File: src/rtl/retire_tracker.sv
// retire_tracker: tracks the valid bits for the ID and EX slots and generates
// an exact per-cycle retire pulse for instret. It also decodes read-only CSR
// instructions in ID and registers the CSR-file read controls into EX.
module retire_tracker #(
  parameter int unsigned KILL_CNT_W = 32
) (
  input  logic                  clk,
  input  logic                  rst,
  input  logic                  fetch_valid,
  input  logic                  IM_stall,
  input  logic                  DM_stall,
  input  logic                  stall,
  input  logic                  wrongBranch,
  input  logic [31:0]           id_inst,
  output logic                  ex_valid,
  output logic                  retire,
  output logic                  csr_enable,
  output logic [1:0]            csr_op,
  output logic                  illegal_csr,
  output logic [KILL_CNT_W-1:0] kill_count
);

  localparam int unsigned SUM_W = KILL_CNT_W + 1;

  localparam logic [1:0] CSR_CYCLE_LOW    = 2'd0;
  localparam logic [1:0] CSR_CYCLE_HIGH   = 2'd1;
  localparam logic [1:0] CSR_INSTRET_LOW  = 2'd2;
  localparam logic [1:0] CSR_INSTRET_HIGH = 2'd3;

  localparam logic [6:0] OPC_SYSTEM = 7'b1110011;
  localparam logic [2:0] F3_CSRRS   = 3'b010;

  logic                  r_v_id;
  logic                  r_v_ex;
  logic                  r_csr_enable;
  logic [1:0]            r_csr_op;
  logic                  r_illegal_csr;
  logic [KILL_CNT_W-1:0] r_kill_count;

  logic                  w_freeze;
  logic                  w_dec_enable;
  logic [1:0]            w_dec_op;
  logic                  w_dec_illegal;
  logic [SUM_W-1:0]      w_kill_sum;
  logic [KILL_CNT_W-1:0] w_kill_next;
  logic                  w_unused_rd;

  assign w_freeze    = IM_stall | DM_stall;
  assign w_unused_rd = ^id_inst[11:7];

  // Decode the ID instruction into CSR read controls.
  always_comb begin
    w_dec_enable  = 1'b0;
    w_dec_op      = 2'b00;
    w_dec_illegal = 1'b0;
    if (id_inst[6:0] == OPC_SYSTEM && id_inst[14:12] != 3'b000) begin
      if (id_inst[14:12] == F3_CSRRS && id_inst[19:15] == 5'd0) begin
        w_dec_enable = 1'b1;
        case (id_inst[31:20])
          12'hC00: w_dec_op = CSR_CYCLE_LOW;
          12'hC80: w_dec_op = CSR_CYCLE_HIGH;
          12'hC02: w_dec_op = CSR_INSTRET_LOW;
          12'hC82: w_dec_op = CSR_INSTRET_HIGH;
          default: begin
            w_dec_enable  = 1'b0;
            w_dec_illegal = 1'b1;
          end
        endcase
      end else begin
        w_dec_illegal = 1'b1;
      end
    end
  end

  // Saturating add of the squashed valid instructions (0, 1 or 2).
  always_comb begin
    w_kill_sum  = {1'b0, r_kill_count} + SUM_W'(r_v_id) + SUM_W'(fetch_valid);
    w_kill_next = w_kill_sum[KILL_CNT_W-1:0];
    if (w_kill_sum[KILL_CNT_W]) begin
      w_kill_next = {KILL_CNT_W{1'b1}};
    end
  end

  // Pipeline valid bits, EX CSR controls and kill counter, by update priority.
  always_ff @(posedge clk) begin
    if (!rst) begin
      r_v_id        <= 1'b0;
      r_v_ex        <= 1'b0;
      r_csr_enable  <= 1'b0;
      r_csr_op      <= 2'b00;
      r_illegal_csr <= 1'b0;
      r_kill_count  <= '0;
    end else if (w_freeze) begin
      r_v_id <= r_v_id;
    end else if (wrongBranch) begin
      r_v_id        <= 1'b0;
      r_v_ex        <= 1'b0;
      r_csr_enable  <= 1'b0;
      r_csr_op      <= 2'b00;
      r_illegal_csr <= 1'b0;
      r_kill_count  <= w_kill_next;
    end else if (stall) begin
      r_v_ex        <= 1'b0;
      r_csr_enable  <= 1'b0;
      r_csr_op      <= 2'b00;
      r_illegal_csr <= 1'b0;
    end else begin
      r_v_ex        <= r_v_id;
      r_v_id        <= fetch_valid;
      r_csr_enable  <= r_v_id & w_dec_enable;
      r_csr_op      <= r_v_id ? w_dec_op : 2'b00;
      r_illegal_csr <= r_v_id & w_dec_illegal;
    end
  end

  assign ex_valid    = r_v_ex;
  assign retire      = r_v_ex & ~w_freeze;
  assign csr_enable  = r_csr_enable;
  assign csr_op      = r_csr_op;
  assign illegal_csr = r_illegal_csr;
  assign kill_count  = r_kill_count;

endmodule

File: config.mk
export PLATFORM = sky130hd
export DESIGN_NAME = retire_tracker
export DESIGN_NICKNAME = d
export VERILOG_FILES = /design/src/rtl/retire_tracker.sv
export SDC_FILE = /design/constraint.sdc
export NUM_CORES = 1
export LEC_CHECK = 0
export BUFFER_PORTS_ARGS = -buffer_cell sky130_fd_sc_hd__clkbuf_2
export CORE_MARGIN = 4
export CORE_UTILIZATION = 53
export CTS_CLUSTER_SIZE = 20
export DETAILED_ROUTE_END_ITERATION = 16
export PLACE_DENSITY = 0.85
export SYNTH_ARGS = -nofsm -noshare
export SYNTH_HDL_FRONTEND = slang
export SYNTH_SLANG_ARGS = --single-unit
File: constraint.sdc
create_clock -name clk -period 5.7 [get_ports clk]
set_input_delay 0 -clock clk [delete_from_list [all_inputs] [get_ports clk]]
set_output_delay 0 -clock clk [all_outputs]
set_load 0.1 [all_outputs]
==> results.ini, run 1 <==
[synth]
post-synth-top-area-fraction_pct = 37.30
ys.flop_type = dfxtp_1
ys_warn_count = 0
ys_ff_latch = 38
yosysUniqueCellTypes = 44
synth_edf_count = 0
synthArstFlopShare_pct = 0
synth_most_common_cell = dfxtp_1
synthesis.instances = 216
synth.area.top_cells = dfxtp_1, a21boi_2, xor2_1, xnor2_1, nand3_1
synth_area_um2 = 2039
avgSynthCellArea_um2 = 9.442
yosysSeqAreaShare_pct = 37.30
synth_common_cells = dfxtp_1, a21boi_2, nand2_1, xor2_1, nand3_1
syn-num-nets = 257
yosysTopAreaCell = dfxtp_1

[clocking]
cts_tree = yes
htree_levels = 2
cts_sinks = 38
postCtsSetupBuffers = 0
cts-root-buf = clkbuf_8
clk_latency_ns = 0.29
clk_pin_slew_worst_paths_ns = 0.07
cts_buffers = 5
cts.path.max_buffers = 2

[floorplan]
die_area_um2 = 4904
die_x_um = 70.03
core_um2 = 3689
num_rows = 22
initial_core_util_pct = 55.29
die_h_um = 70.03
ioPinCount = 77

[grt]
grt_usage_pct = 18.98
grt-ovfl-total = 0
grt_max_degree = 39
grt_pass1_wl_um = 7583
antenna_found_initial = 0
grt_pass1_vias = 1745

[drt]
vias_per_cell = 5.379
ant_nets = 0
drc = 0
wl_um = 4498
vias = 1802
drt-initial-drc-count = 80
firstDrtPassIters = 5
wl_per_cell_um = 13.43

[hold_path]
whs_path_depth = 4
hold_class = in -> reg
hold_end = r_v_id
hp-start = stall

[power]
p_leak_uw = 0.001030
powerDensity_nw_per_um2 = 188.2
irDropWorstVdd_mv = 0.1564

[setup_path]
path_cells = dlygate4sd3_1, clkbuf_2, inv_1, fa_1, inv_1, ha_1, and3_1, and2_1, and3_1, nand2b_1, buf_4, a21boi_1
slowest_delay_ns = 0.54
cp_data_required_time_ns = 5.92
r2r_setup_slack_ns = 3.27
r2r_end = kill_count[21]
path_max_fanout = 27
critPathArrivalTime_ns = 2.69
crit_path_end_kind = flip-flop
path_class = in -> reg
startpoint_type = primary input
reg2regPathDepth = 10
slowest_stage = dlygate4sd3_1
reg2reg_from = kill_count[0]

[sta]
rsz0062_at_grt = false
worst-slew-pin-transition_ns = 0.5661
post-route-min-period_ns = 2.471
clock_skew_ns = 0.004257
setup_viol = 0
setup_tns_ns = 0
worst_slew_margin_rel_pct = 62.26
finalMaxSlewViolations = 0
timing.fmax_ghz = 0.4047
setup_slack_ns = 3.229
fin_crit_sh_pct = 43.35
finalHoldViolCount = 0

[final_layout]
drive_gt1_share_pct = 35.19
n_fill_cell = 320
post-route-util_pct = 67.71
nets = 328
syn_to_final_growth_pct = 22.45
antenna_cells = 0

[placed_design]
gp_congestion = 0.7931
dp_slack_ns = 3.281
hpwlAfterDp_um = 3357
portBuffers = 71

[job]
maxCapViolCount = 0

[run_status]
outcome = finished, final reports clean

placed cells by master (no fill, tap or decap), drive strengths merged, types with 2 or more instances in the layout:
master,n
clkbuf,78
dfxtp,38
a21boi,29
nand2,15
xor2,14
nand3,13
xnor2,11
nor2,9
nand4,9
and3,8
and2,7
inv,6
and4,6
nor4,5
nor3,4
o21ai,3
nor2b,3
dlygate4sd3,3
a21oi,2
a22oi,2
o211a,2
buf,2
nor3b,2
a31o,2
how the worst max path moves through the flow:
| stage | startpoint | end | slack, ns | depth (start not counted) |
|---|---|---|---|---|
| CTS | fetch_valid | kill_count[25] | 3.24 | 12 |
| finish | fetch_valid | kill_count[21] | 3.23 | 12 |
| global placement | kill_count[0] | kill_count[23] | 3.32 | 10 |
| floorplan | kill_count[0] | kill_count[1] | 2.82 | 13 |
| detailed placement | kill_count[0] | kill_count[22] | 3.28 | 10 |
| global route | fetch_valid | kill_count[25] | 3.02 | 12 |
routing by layer:
layer | wire length (um) | up-vias | GRT usage, %
met3 | 282 | 9 | 6.187
li1 | - | 910 | -
met4 | 101 | 0 | 7.872
met2 | 2200 | 54 | 32.42
met5 | 0 | - | 0
met1 | 1915 | 829 | 21.64
where the power goes:
| part | internal [uW] | switching, uW | total, uW |
|---|---|---|---|
| Clock | 84.2 | 87.8 | 172 |
| Combinational | 17.2 | 14.6 | 31.7 |
| Sequential | 266 | 0.397 | 266 |
| Total | 367 | 103 | 470 |
per-stage QoR:
stage	area [um^2]	cells	power, uW	hold WS [ns]
global placement	2391	325	302.4	0.2633
CTS	2497	335	475.8	0.03187
floorplan	2039	216	289.0	0.1584
global route	2497	335	488.0	0.07954
finish	2497	335	470.1	0.03689
detailed placement	2391	325	302.8	0.2697
sequential cells by signal (all words and copies together), names as in the netlist:
| register | flops |
|---|---|
| r_v_id | 1 |
| illegal_csr | 1 |
| csr_op | 2 |
| csr_enable | 1 |
| ex_valid | 1 |
| kill_count | 32 |
kinds of logic after synthesis:
kind of cell               count (synthesis)  share of synthesized area (%)
and+or+nand+nor                           89                          25.64
buffers and inverters                     18                          4.968
xor gates and xnor gates                  25                          10.74
DFF                                       38                          37.30
AOI/OAI and AO/OA                         43                          19.26
muxes                                      1                         0.4908
adders and majority gates                  2                          1.595
layout make-up:
| class | instances | area [um^2] | area share, % |
|---|---|---|---|
| tap | 48 | 60.06 | 2.405 |
| sequential | 38 | 760.7 | 30.46 |
| timing repair buffer | 76 | 400.4 | 16.03 |
| inverter | 6 | 22.52 | 0.9018 |
| clock buffer | 7 | 76.32 | 3.056 |
| multi-input combinational | 160 | 1177 | 47.14 |
timing repair:
| action | in CTS | in global routing |
|---|---|---|
| hold endpoints to repair | 3 | 0 |
| gates resized for setup | 0 | 0 |
| hold buffers | 3 | 0 |
worst max-delay path, delay by kind of cell:
kind	cells	cell delay, ns
AND/OR/NAND/NOR	4	0.90
adder cells (fa/ha/maj)	2	0.58
buffers and inverters	5	1.04
AO/OA/AOI/OAI	1	0.16
No activity file was read; power rests on OpenSTA's default activity.
==> run 2, diff against run 1 <==
CORE_UTILIZATION = 49   (was 53)
PLACE_DENSITY = 0.8   (was 0.85)
clock period = 2.4 ns   (was 5.7 ns; I/O delays follow)
==> run 2 against run 1 <==
Against the previous run: die area increased by 7.2%; first-iteration DRC count increased by 31%; clock power increased to 2.9 times the previous value; global-route usage decreased by 0.87 points; sequential share of layout area decreased by 0.43 points; combinational power increased by 140%; non-clock buffer count increased by 3; worst setup slack got worse by 3.1 ns.
==> results.ini, run 2 (synthesis gave the netlist of run 1 again) <==
[drt]
wl_per_cell_um = 13.31
vias = 1815
wl_um = 4538
ant_nets = 0
firstDrtPassIters = 4
vias_per_cell = 5.323
drc = 0
drt-initial-drc-count = 105

[power]
p_switching_uw = 251.8
p_leak_uw = 0.001068
irDropWorstVdd_mv = 0.5139
internal-power_uw = 960.7
pwr-share-seq_pct = 52.1
comb_power_share_pct = 6.2
swShare_pct = 20.76
clkPwrFrac_pct = 41.7
finalPower_uw = 1213
powerDensity_nw_per_um2 = 473.2

[placed_design]
hpwlAfterDp_um = 3329
dpl-instance-area_um2 = 2432
gp_congestion = 0.7938
portBuffers = 71

[grt]
grt_pass1_vias = 1639
grt_max_degree = 39
grt_usage_pct = 18.11
antenna_found_initial = 0
grt-ovfl-total = 0
grt_pass1_wl_um = 7555

[floorplan]
core_um2 = 4000
die_h_um = 72.52
num_rows = 23
initial_core_util_pct = 50.99
die_area_um2 = 5258
ioPinCount = 77
die_x_um = 72.52

[clocking]
cts_tree = yes
htree_levels = 2
cts_buffers = 5
clk_latency_ns = 0.28
clk_pin_slew_worst_paths_ns = 0.07
postCtsSetupBuffers = 0
cts_sinks = 38
cts.path.max_buffers = 2
cts-root-buf = clkbuf_8
cts_resized = 0

[sta]
worst-slew-pin-transition_ns = 0.6020
worst_slew_margin_rel_pct = 59.86
rsz0062_at_grt = false
setup_tns_ns = 0
finalHoldViolCount = 0
clock_skew_ns = 0.006565
setup_viol = 0
fin_crit_sh_pct = 93.79
finalMaxSlewViolations = 0
timing.fmax_ghz = 0.4443
post-route-min-period_ns = 2.251

[setup_path]
startpoint_type = primary input
path_max_fanout = 10
path_class = in -> reg
critPathArrivalTime_ns = 2.47
crit_path_end_kind = flip-flop
cp_data_required_time_ns = 2.61
reg2regPathDepth = 10

[final_layout]
largest_reg_flops = 32
nets = 331
drive_gt1_share_pct = 38.83
post-route-util_pct = 64.06
final_common_cell = clkbuf_2
antenna_cells = 0
syn_to_final_growth_pct = 25.64
layout_common_cells = clkbuf_2, dfxtp_1, a21boi_2
fin_area_um2 = 2562

[hold_path]
whs_path_depth = 3
hold_class = in -> reg

[job]
maxCapViolCount = 0

[run_status]
outcome = finished, final reports clean

## run 2: cell count changes in the layout (fill, tap and decap cells not counted), sizes merged
| cell | delta |
|---|---|
| clkbuf | +1 |
| dlygate4sd3 | -1 |
| buf | +4 |
## run 2: critical path, cell delays in order
cell and delay [ns]:
dlygate4sd3_1 0.53, clkbuf_2 0.11, inv_1 0.05, fa_1 0.42
inv_1 0.06, ha_1 0.14, and3_1 0.18, and2_1 0.15
and3_1 0.18, nand2b_1 0.22, buf_4 0.28, a21boi_2 0.13
## run 2: timing repair
item	4_1_cts	5_1_grt
setup endpoints to repair	0	0
hold buffers	2	0
hold endpoints to repair	2	0
## run 2: layout make-up
| cell class | instances | area, um^2 |
|---|---|---|
| fillers | 354 | 1438 |
| multi-input cells | 160 | 1177 |
| flip-flops and latches | 38 | 769.5 |
| repair buffers | 79 | 420.4 |
| clock buffers | 8 | 110.1 |
| well taps | 50 | 62.56 |
| inverters | 6 | 22.52 |
## run 2: stage by stage
step | hold WS, ns | instances | setup WS [ns]
6_report | 0.003396 | 341 | 0.1491
5_1_grt | 0.03032 | 341 | 0.008533
4_1_cts | 0.005366 | 341 | 0.1461
3_5_place_dp | 0.2718 | 331 | 0.2283
3_3_place_gp | 0.2567 | 331 | 0.2509
2_1_floorplan | 0.1584 | 216 | 0.01375
## run 2: path summary, 6_finish.rpt
kind,from,endpoint,slack (ns)
worst min-delay path,id_inst[27],csr_op[0],0.003
worst min register to register,ex_valid,ex_valid,0.49
worst max register to register,r_v_id,kill_count[3],0.20
worst max-delay path,fetch_valid,kill_count[3],0.15
## run 2: power by group through the flow
stage / Sequential, uW / Combinational (uW) / Clock (uW)
after floorplan: 654 / 31.5 / 0
after global placement: 647 / 71.2 / 0
after detailed placement: 647 / 72.2 / 0
after CTS: 632 / 75.0 / 517
after global routing: 632 / 82.9 / 548
final: 632 / 75.1 / 505
## run 2: metal layers
| metal | part of all wire, % | track usage, % | vias to the layer above |
|---|---|---|---|
| met4 | 1.7 | 6.762 | 0 |
| met2 | 50 | 30.43 | 48 |
| met3 | 5.6 | 3.878 | 8 |
| li1 | - | - | 917 |
| met1 | 42 | 22.75 | 842 |
| met5 | 0 | 0 | - |
==> run 3, diff against run 2 <==
ABC_AREA = 1   (was default)
CORE_MARGIN = 5   (was 4)
CORE_UTILIZATION = 51   (was 49)
==> run 3 against run 2 <==
Against the previous run: worst setup slack better by 0.066 ns; sequential share of layout area is 4.5 points lower; fmax grew 3.0%; power fell by 2.8%; highest routed layer unchanged; via count increased by 39%; flip-flop and latch count unchanged; cell count grew 46%; clock skew about the same; die area up 19%.
==> results.ini, run 3 <==
[grt]
grt_pass1_vias = 2388
antenna_found_initial = 0
grt_pass1_wl_um = 10400
grt_usage_pct = 20.50
grt_max_degree = 27
grt-ovfl-total = 0

[power]
clkPwrFrac_pct = 39.7
pwr-share-seq_pct = 53.6
p_leak_uw = 0.001385
p_switching_uw = 283.7
powerDensity_nw_per_um2 = 394.6
swShare_pct = 24.07
internal-power_uw = 895.2
comb_power_share_pct = 6.7
irDropWorstVdd_mv = 0.2271

[final_layout]
seqCellArea_um2 = 762.0
layout_common_cells = nand2_1, clkbuf_2, inv_1
multi_input_area_um2 = 1423
antenna_cells = 0
largest_reg_flops = 32
nets = 485
n_fill_cell = 450
drive_gt1_share_pct = 27.87
final_common_cell = nand2_1
syn_to_final_growth_pct = 23.22

[clocking]
cts.path.max_buffers = 2
clk_latency_ns = 0.30
cts_tree = yes
cts_buffers = 5
cts-root-buf = clkbuf_8
cts_sinks = 38
htree_levels = 2
clk_pin_slew_worst_paths_ns = 0.08

[floorplan]
die_h_um = 78.96
die_area_um2 = 6234
initial_core_util_pct = 52.03
ioPinCount = 77
core_um2 = 4661
die_x_um = 78.96
num_rows = 25

[synth]
synthesis.instances = 363
ys_ff_latch = 38
synth.area.top_cells = dfxtp_1, nand2_1, inv_1, nor2_1, nand3_1
synth_edf_count = 0
synth_common_cells = nand2_1, inv_1, nor2_1, dfxtp_1, nand3_1
yosysUniqueCellTypes = 36
yosysSeqAreaShare_pct = 31.37
yosysTopAreaCell = dfxtp_1
syn-num-nets = 404
synth_most_common_cell = nand2_1
post-synth-top-area-fraction_pct = 31.37
avgSynthCellArea_um2 = 6.680
ys_warn_count = 0
synthArstFlopShare_pct = 0
ys.flop_type = dfxtp_1
synth_area_um2 = 2425

[placed_design]
gp_congestion = 0.8745
portBuffers = 71
hpwlAfterDp_um = 4858

[sta]
finalMaxSlewViolations = 0
rsz0062_at_grt = false
finalHoldViolCount = 0
timing.fmax_ghz = 0.4576
setup_tns_ns = 0
worst-slew-pin-transition_ns = 0.5547
setup_viol = 0
fin_crit_sh_pct = 91.06
post-route-min-period_ns = 2.185
hold_slack_ns = 0.003658
clock_skew_ns = 0.006071
worst_slew_margin_rel_pct = 63.17

[setup_path]
crit_end = kill_count[22]
slowest_delay_ns = 0.53
reg2regPathDepth = 12
crit_buf_inv = 5
critPathArrivalTime_ns = 2.43
cpMostUsedCell = inv_1
path_class = in -> reg
path_max_fanout = 9
startpoint_type = primary input
r2r_end = kill_count[22]
startpoint = fetch_valid
crit_path_end_kind = flip-flop
r2r_setup_slack_ns = 0.24
path_cells = dlygate4sd3_1, clkbuf_2, inv_1, fa_1, inv_1, ha_1, nand2_2, nor2_4, nand2_4, nor2_4, nand4_4, nand3_1, nand2_1, inv_1
crit_family = simple AND/OR/NAND/NOR gates
reg2reg_from = r_v_id
cp_data_required_time_ns = 2.64
cp.depth = 14
slowest_stage = dlygate4sd3_1

[drt]
vias_per_cell = 5.060
wl_um = 6084
firstDrtPassIters = 4
wl_per_cell_um = 12.19
vias = 2525
drt-initial-drc-count = 115
ant_nets = 0
drc = 0

[job]
maxCapViolCount = 0

[hold_path]
hold_class = in -> reg

[run_status]
outcome = finished, final reports clean

-- run 3: cell count changes after synthesis, moves of 7 or more --
cell	delta
a21oi_1	+7
nor2_1	+36
a21boi_2	-20
inv_1	+47
xor2_1	-9
nor2_4	+7
nand3_1	+20
a21boi_1	-7
and3_1	-8
a21oi_2	+9
nand2_1	+76
-- run 3: worst register-to-register path: cells and delay by family, from the launching register on --
| family | cells | cell delay, ns |
|---|---|---|
| adders and majority gates | 2 | 0.59 |
| buffers and inverters | 3 | 0.24 |
| DFF | 1 | 0.37 |
| and+or+nand+nor | 7 | 0.90 |
-- run 3: cell families after synthesis --
| kind of cell | after synthesis | synth area share [%] |
|---|---|---|
| AO/OA/AOI/OAI | 35 | 9.081 |
| flip-flops | 38 | 31.37 |
| AND/OR/NAND/NOR | 216 | 43.91 |
| buffers and inverters | 61 | 10.32 |
| adder cells (fa/ha/maj) | 2 | 1.342 |
| XOR/XNOR | 11 | 3.973 |
-- run 3: power by group through the flow --
stage                     registers (uW)  clock network [uW]  logic [uW]
after CTS                            632                 478        79.7
after global routing                 633                 511        86.9
after global placement               647                   0        74.1
final                                632                 468        79.0
after detailed placement             647                   0        74.8
after floorplan                      655                   0        32.4
-- run 3: metrics by stage --
stage	power, uW	instance area [um^2]	utilization (%)	setup slack [ns]	cells
floorplan	687.4	2426	-	0.003864	363
global placement	721.3	2831	60.75	0.2302	485
detailed placement	722.1	2831	60.75	0.1526	485
CTS	1190	2957	63.44	0.08871	496
global route	1231	2988	64.11	0.01160	499
finish	1179	2988	64.11	0.2146	499
-- run 3: layout make-up --
class	instances	area share [%]
Clock buffer	6	2.764
Clock inverter	2	0.4188
Inverter	54	6.784
Multi-Input combinational cell	264	47.61
Sequential cell	38	25.50
Tap cell	54	2.261
Timing Repair Buffer	81	14.66
-- run 3: metal layers --
layer | GRT usage (%) | part of all wire, %
met1 | 25.16 | 44
met2 | 36.59 | 50
met3 | 3.968 | 5.2
met4 | 5.498 | 0.99
met5 | 0 | 0
-- run 3: repair_timing --
item                       4_1_cts  5_1_grt
resized for setup                0        1
buffers inserted                 0        3
hold buffers                     3        0
hold endpoints to repair         3        0
setup endpoints to repair        0       11
-- run 3: worst min-delay path by stage --
stage	startpoint	endpoint	slack, ns	cells after the start
floorplan	rst	kill_count[19]	0.1	2
global placement	id_inst[21]	csr_op[1]	0.25	3
detailed placement	id_inst[21]	csr_op[1]	0.26	3
CTS	stall	r_v_id	0.0004	4
global route	stall	r_v_id	0.02	4
finish	stall	r_v_id	0.004	4
